**src/rtl/fetch_unit.sv**
```systemverilog
// Instruction fetch stage: program counter, single-outstanding memory
// request FSM and a small circular byte buffer feeding the decoder.
module fetch_unit #(
  parameter int                  PC_WIDTH = 8,
  parameter int                  DEPTH    = 2,
  parameter logic [PC_WIDTH-1:0] RESET_PC = '0
) (
  input  logic                clk,
  input  logic                reset,
  input  logic                stall,
  input  logic                redirect,
  input  logic [PC_WIDTH-1:0] redirect_pc,
  output logic                mem_req,
  output logic [PC_WIDTH-1:0] mem_addr,
  input  logic                mem_ack,
  input  logic [7:0]          mem_rdata,
  output logic [7:0]          instr,
  output logic                instr_valid,
  output logic                fetch_source
);

  localparam int PW = $clog2(DEPTH);
  localparam int CW = $clog2(DEPTH + 1);

  typedef enum logic [1:0] {S_IDLE, S_WAIT, S_DISC} state_t;

  state_t              state_q, state_d;
  logic                mem_req_q;
  logic [PC_WIDTH-1:0] mem_addr_q;
  logic [PC_WIDTH-1:0] fetch_pc_q;
  logic [PW-1:0]       head_q, tail_q;
  logic [CW-1:0]       count_q;
  logic [7:0]          buf_q [DEPTH];

  logic issue, push, pop;

  // Next-state decode; space is only checked when a request is issued.
  always_comb begin
    state_d = state_q;
    issue   = 1'b0;
    push    = 1'b0;
    unique case (state_q)
      S_IDLE: begin
        if (!redirect && (count_q < CW'(DEPTH))) begin
          issue   = 1'b1;
          state_d = S_WAIT;
        end
      end
      S_WAIT: begin
        if (redirect)     state_d = mem_ack ? S_IDLE : S_DISC;
        else if (mem_ack) begin
          push    = 1'b1;
          state_d = S_IDLE;
        end
      end
      S_DISC: begin
        if (mem_ack) state_d = S_IDLE;
      end
      default: state_d = S_IDLE;
    endcase
  end

  // A redirect flushes the head anyway, so it never counts as a pop here.
  assign pop = instr_valid && !stall && !redirect;

  // State register; mem_req is registered from the next state.
  always_ff @(posedge clk) begin
    if (!reset) begin
      state_q   <= S_IDLE;
      mem_req_q <= 1'b0;
    end else begin
      state_q   <= state_d;
      mem_req_q <= (state_d != S_IDLE);
    end
  end

  // Program counter and captured request address.
  always_ff @(posedge clk) begin
    if (!reset) begin
      fetch_pc_q <= RESET_PC;
      mem_addr_q <= RESET_PC;
    end else begin
      if (redirect)  fetch_pc_q <= redirect_pc;
      else if (push) fetch_pc_q <= fetch_pc_q + PC_WIDTH'(1);
      if (issue)     mem_addr_q <= fetch_pc_q;
    end
  end

  // Buffer pointers and occupancy; pointers wrap naturally (DEPTH is 2^n).
  always_ff @(posedge clk) begin
    if (!reset || redirect) begin
      head_q  <= '0;
      tail_q  <= '0;
      count_q <= '0;
    end else begin
      if (push) tail_q <= tail_q + PW'(1);
      if (pop)  head_q <= head_q + PW'(1);
      if (push && !pop)      count_q <= count_q + CW'(1);
      else if (pop && !push) count_q <= count_q - CW'(1);
    end
  end

  // Buffer storage; contents are don't-care while count is zero.
  always_ff @(posedge clk) begin
    if (push) buf_q[tail_q] <= mem_rdata;
  end

  assign mem_req      = mem_req_q;
  assign mem_addr     = mem_addr_q;
  assign instr_valid  = (count_q != '0);
  assign fetch_source = instr_valid;
  assign instr        = instr_valid ? buf_q[head_q] : 8'h00;

endmodule

```
**config.mk**
```make
export PLATFORM = sky130hd
export DESIGN_NAME = fetch_unit
export DESIGN_NICKNAME = d
export VERILOG_FILES = /design/src/rtl/fetch_unit.sv
export SDC_FILE = /design/constraint.sdc
export NUM_CORES = 1
export LEC_CHECK = 0
export BUFFER_PORTS_ARGS = -buffer_cell sky130_fd_sc_hd__buf_4
export CAP_MARGIN = 10
export CORE_MARGIN = 2
export CORE_UTILIZATION = 56
export DETAILED_ROUTE_END_ITERATION = 8
export GPL_TIMING_DRIVEN = 0
export PLACE_DENSITY = 0.84
export RECOVER_POWER = 50
export SETUP_SLACK_MARGIN = 0.15
export SYNTH_ARGS = -nofsm -noshare
export SYNTH_HDL_FRONTEND = slang
export SYNTH_SLANG_ARGS = --single-unit
```
**constraint.sdc**
```tcl
create_clock -name clk -period 5.7 [get_ports clk]
set_input_delay 1.14 -clock clk [delete_from_list [all_inputs] [get_ports clk]]
set_output_delay 1.14 -clock clk [all_outputs]
set_load 0.03 [all_outputs]
```
==> Word-level counts from Yosys, hierarchy flattened <==
Memory sizes are Yosys's and may differ from the RTL's. A register that Yosys moved wholly into a read port is not among the register bits.
Cells that the tools add are included.
{ "word_totals": {"mem_count": 1, "out_inout_bits": 19, "wordCells": 51, "ramBits": 16, "input_bits": 21, "regBits": 23} }
{ "mem_list": {"columns": ["name", "words", "width", "read_ports", "rd_clocked_by_memory_dff", "write_ports", "line", "rtl"], "rows": [
  ["buf_q", 2, 8, 1, 1, 1, "33", "logic [7:0] buf_q [DEPTH];"]
]} }
{ "classes": {"n_reduce_logical": 16, "muxes": 19, "eq_ne": 2, "addsub": 5, "magnitude_cmp": 1} }
{ "ops": {"columns": ["operator", "count"], "rows": [
  ["$mux 8", 3],
  ["$mux 2", 6],
  ["$mux 1", 9],
  ["$add 8x1->8 const B", 1],
  ["$reduce_bool 2->1", 4],
  ["$pmux 2 s3", 1],
  ["$logic_and 1x1->1", 5],
  ["$logic_not 1->1", 5],
  ["$add 1x1->1 const B", 2],
  ["$add 2x1->2 const B", 1],
  ["$eq 2x1->1 const B", 1],
  ["$eq 2x2->1 const B", 1],
  ["$logic_not 2->1", 1],
  ["$lt 2x2->1 const B", 1],
  ["$sub 2x1->2 const B", 1],
  ["$logic_or 1x1->1", 1]
]} }

==> Depth between registers and ports, before layout <==
{ "logic_depth": {"word_depth": 7, "mapped_depth": 8, "depth_no_buf": 6} }

==> Least setup slack after synthesis <==
No wires, ideal clock.
{ "synth_timing": {"path_kind": "input to register", "start": "input redirect", "end": "register count_q[1]", "required_ns": 5.630, "setup_ns": 0.070, "path_buffers": 1, "stages": 5, "t_arrival_ns": 2.478, "setup_slack_ns": 3.152, "path_cell_list": "clkbuf_1 -> or3_1 -> ha_1 -> or3_1 -> a21oi_1"} }
{ "synth_between": {"elab_chain_cells": 5, "elab_cells_between_ends": 11, "classes_between": "mux (3); reduce/logical (8)"} }
{ "synth_lines": {"columns": ["item", "line", "rtl"], "rows": [
  ["start: declaration", "11", "input logic redirect,"],
  ["$mux 1 / $logic_not 1->1 (equally long branches)", "50, 64", null],
  ["$mux 1 / $logic_and 1x1->1 (equally long branches)", "42, 64", null],
  ["$logic_not 1->1, on equally long branches", "99, 98", null],
  ["$logic_and 1x1->1, on equally long branches", "99, 98", null],
  ["$reduce_bool 2->1 (no line) / $mux 2 (equally long branches)", null, null],
  ["end signal: assignment", "98", "if (push && !pop) count_q <= count_q + CW'(1);"],
  ["end signal: assignment", "99", "else if (pop && !push) count_q <= count_q - CW'(1);"],
  ["end: declaration", "32", "logic [CW-1:0] count_q;"]
]} }
Several ways; a longest one is shown, not always the timed one.
A chain may end at the register's enable or synchronous reset.

==> Worst setup path after layout <==
{ "layout_timing": {"start": "input redirect", "end": "register mem_addr_q[2], in the netlist mem_addr[2]"} }
{ "layout_between": {"elab_chain_cells": 4} }
{ "layout_lines": {"columns": ["item", "line", "rtl"], "rows": [
  ["$logic_not 1->1", "44", "if (!redirect && (count_q < CW'(DEPTH))) begin"],
  ["$logic_and 1x1->1", "44", null],
  ["$mux 1", "44", null],
  ["$mux 1", "42", "unique case (state_q)"],
  ["end signal: assignment", "85", "if (issue) mem_addr_q <= fetch_pc_q;"],
  ["end: declaration", "29", "logic [PC_WIDTH-1:0] mem_addr_q;"]
]} }
Every way passes these cells.

==> impl_metrics.env <==
export IMPL_status="finished, violations left"
export IMPL_violations="max-capacitance violations, max-slew violations"
export IMPL_synth_cells=154
export IMPL_cts_resized=0
export IMPL_fin_nets=223
export IMPL_crit_fanout=8
export IMPL_mostFrequentLayoutCell="buf_4"
export IMPL_crit_path_end_kind="register"
export IMPL_yosys_warnings=0
export IMPL_overflow=0
export IMPL_criticalPathCategory="input port to register"
export IMPL_arrival_ns=3.18
export IMPL_post_route_period_util=0.5143
export IMPL_cts_tree="done"
export IMPL_final_cell_mix="27 x buf_4, 24 x dfxtp_1, 17 x mux2i_1"
export IMPL_setup_tns_ns=0
export IMPL_htree_levels=2
export IMPL_crit_required_ns=5.95
export IMPL_postCtsSetupBuffers=0
export IMPL_cts_root_buf="clkbuf_4"
export IMPL_die_width_um=59.75
export IMPL_power_density_mw_per_mm2=271.3
export IMPL_core_mm2=0.003003
export IMPL_gp_congestion=0.8341
export IMPL_wl_per_cell_um=15.52
export IMPL_avgSynthCellArea_um2=11.30
export IMPL_drc=0
export IMPL_initial_core_util=0.5796
export IMPL_clk_path_buf_depth=2
export IMPL_ant_nets=0
export IMPL_rows=20
export IMPL_path_cells="clkbuf_1, nor4_1, mux2i_1, nor2b_1"
export IMPL_maxSlewHeadroom=-0.3244
export IMPL_hold_viol_final=0
export IMPL_area_growth_pct=21.28
export IMPL_grt_pass1_wl_um=5927
export IMPL_fin_skew_ns=0.005493
export IMPL_period_needed_ns=2.931
export IMPL_setup_viol=0
export IMPL_path_clk_slew_ns=0.11
export IMPL_utilization=0.7029
export IMPL_vias=1340
export IMPL_finalPower_mw=0.5726
export IMPL_fp_dieH_um=59.75
export IMPL_grt_pass1_vias=1364
export IMPL_reg2reg_from="state_q[1]$_SDFF_PN0_"
export IMPL_grt_use_total=0.2264
export IMPL_wirelength_um=3632
export IMPL_worstMarginPinSlew_ns=1.968
export IMPL_critPathSlowestCell="nor4_1"
export IMPL_diodes=0
export IMPL_dp_hpwl_um=2694
export IMPL_ir_drop_mv=0.1928
export IMPL_antenna_found_initial=0
export IMPL_portBuffers=39
export IMPL_die_area_mm2=0.003570
export IMPL_rsz0062_at_grt="no"
export IMPL_layout_drive_gt1_share=0.2090
export IMPL_maxCapViolCount=1
export IMPL_synth_fp_nets=177
export IMPL_cts_sinks=40
export IMPL_hold_start="head_q$_SDFFE_PP0P_"
export IMPL_synthesis_area_mm2=0.001740
export IMPL_startpoint="redirect"
export IMPL_critPathLaunchType="input port"
export IMPL_viasPerCell=5.726
export IMPL_insertion_delay_ns=0.35
export IMPL_max_freq_ghz=0.3411
export IMPL_numCtsBuffers=5
export IMPL_yosys_cell_types_count=36
export IMPL_grt_max_degree=13
export IMPL_leakage_nw=0.7945
export IMPL_initialDrtViolationCount=43
export IMPL_dr_pass1_iters=4
export IMPL_cp_slowest_stage_delay_ns=1.54
export IMPL_cts_hold_buf=0
export IMPL_maxSlewViolCount=9
export IMPL_min_path_type="register to register"
export IMPL_yosys_register_bits=40
export IMPL_io_pins=40
export IMPL_yosysSeqAreaShare=0.5521
-- worst max-delay path: cells and delay by family --
| family | cells | cell delay, ns |
|---|---|---|
| AND/OR/NAND/NOR | 2 | 1.60 |
| multiplexers | 1 | 0.32 |
| buffers and inverters | 1 | 0.12 |
-- cell type report --
cell class	count	area (µm²)
Timing Repair Buffer	39	259.0
Fill cell	231	892.1
Buffer	9	48.80
Clock inverter	2	33.78
Clock buffer	6	51.30
Multi-Input combinational cell	103	708.2
Inverter	2	7.507
Sequential cell	40	960.9
Tap cell	33	41.29
-- flip-flops by register name, summed over array words and instances, names as in the netlist, named ones only --
register,cells
state_q,2
head_q,1
mem_addr,8
count_q,2
buf_q,16
fetch_pc_q,8
tail_q,1
mem_req,1
-- report_power, final --
group          total [mW]  internal [mW]  switching, mW
Sequential          0.316          0.307        0.00892
Combinational      0.0639         0.0285         0.0354
Clock               0.192          0.103         0.0894
-- path summary, 6_finish.rpt --
kind	slack, ns	endpoint	cells past startpoint
hold reg to reg	0.52	register	2
setup reg to reg	3.24	mem_addr[2]$_SDFFE_PN0P_	3
setup / recovery	2.77	mem_addr[2]$_SDFFE_PN0P_	4
hold / removal	0.52	register	2
-- metrics by stage --
stage	worst slack (ns)	cell area [µm²]	hold slack, ns	instances
global route	2.610	2111	0.5570	234
finish	2.769	2111	0.5177	234
global placement	2.909	2074	0.4707	226
CTS	2.811	2160	0.5177	234
floorplan	3.152	1740	0.4628	154
detailed placement	2.825	2074	0.5016	226
-- cells by family after synthesis --
group / share of synthesized area
compound gates: 0.09345
xor+xnor: 0.02516
fa+ha+maj: 0.01438
buf+inv: 0.03234
flops: 0.5521
mux: 0.1042
simple gates: 0.1783
-- synth_stat cells (all sizes together) --
master    n  area, µm²
a2111oi   1      8.760
xor2      5      43.79
dfxtp    24      480.5
nand4b    2      17.52
nor2b    10      62.56
nand3b    1      11.26
nor3b     2      15.01
mux2i    17      170.2
clkbuf    6      22.52
o31ai     2      15.01
nand4     1      6.260
a311oi    1      8.760
a31oi     4      25.02
o21ai    11      55.05
or4       3      22.52
nor2     12      45.04
o211ai    1      7.510
nand2     3      11.26
and3      1      6.260
nor4      1      21.27
buf       3      26.27
o21a      1      7.510
nand3     3      15.01
nand4bb   1      11.26
inv       2      7.500
or3       6      37.54
nor3      1      5.000
a21oi     7      35.03
ha        2      25.02
mux2      1      11.26
edfxtp   16      480.5
nor4bb    1      10.01
nand2b    1      6.260
and2      1      6.260
-- layer usage --
metal | vias up | global-route usage | part of all wire
li1 | 657 | - | -
met1 | 626 | 0.2250 | 0.39
met2 | 45 | 0.4130 | 0.53
met3 | 12 | 0.07792 | 0.051
met4 | 0 | 0.1111 | 0.022
met5 | - | 0 | 0
Power figures use the tool's default switching activity.
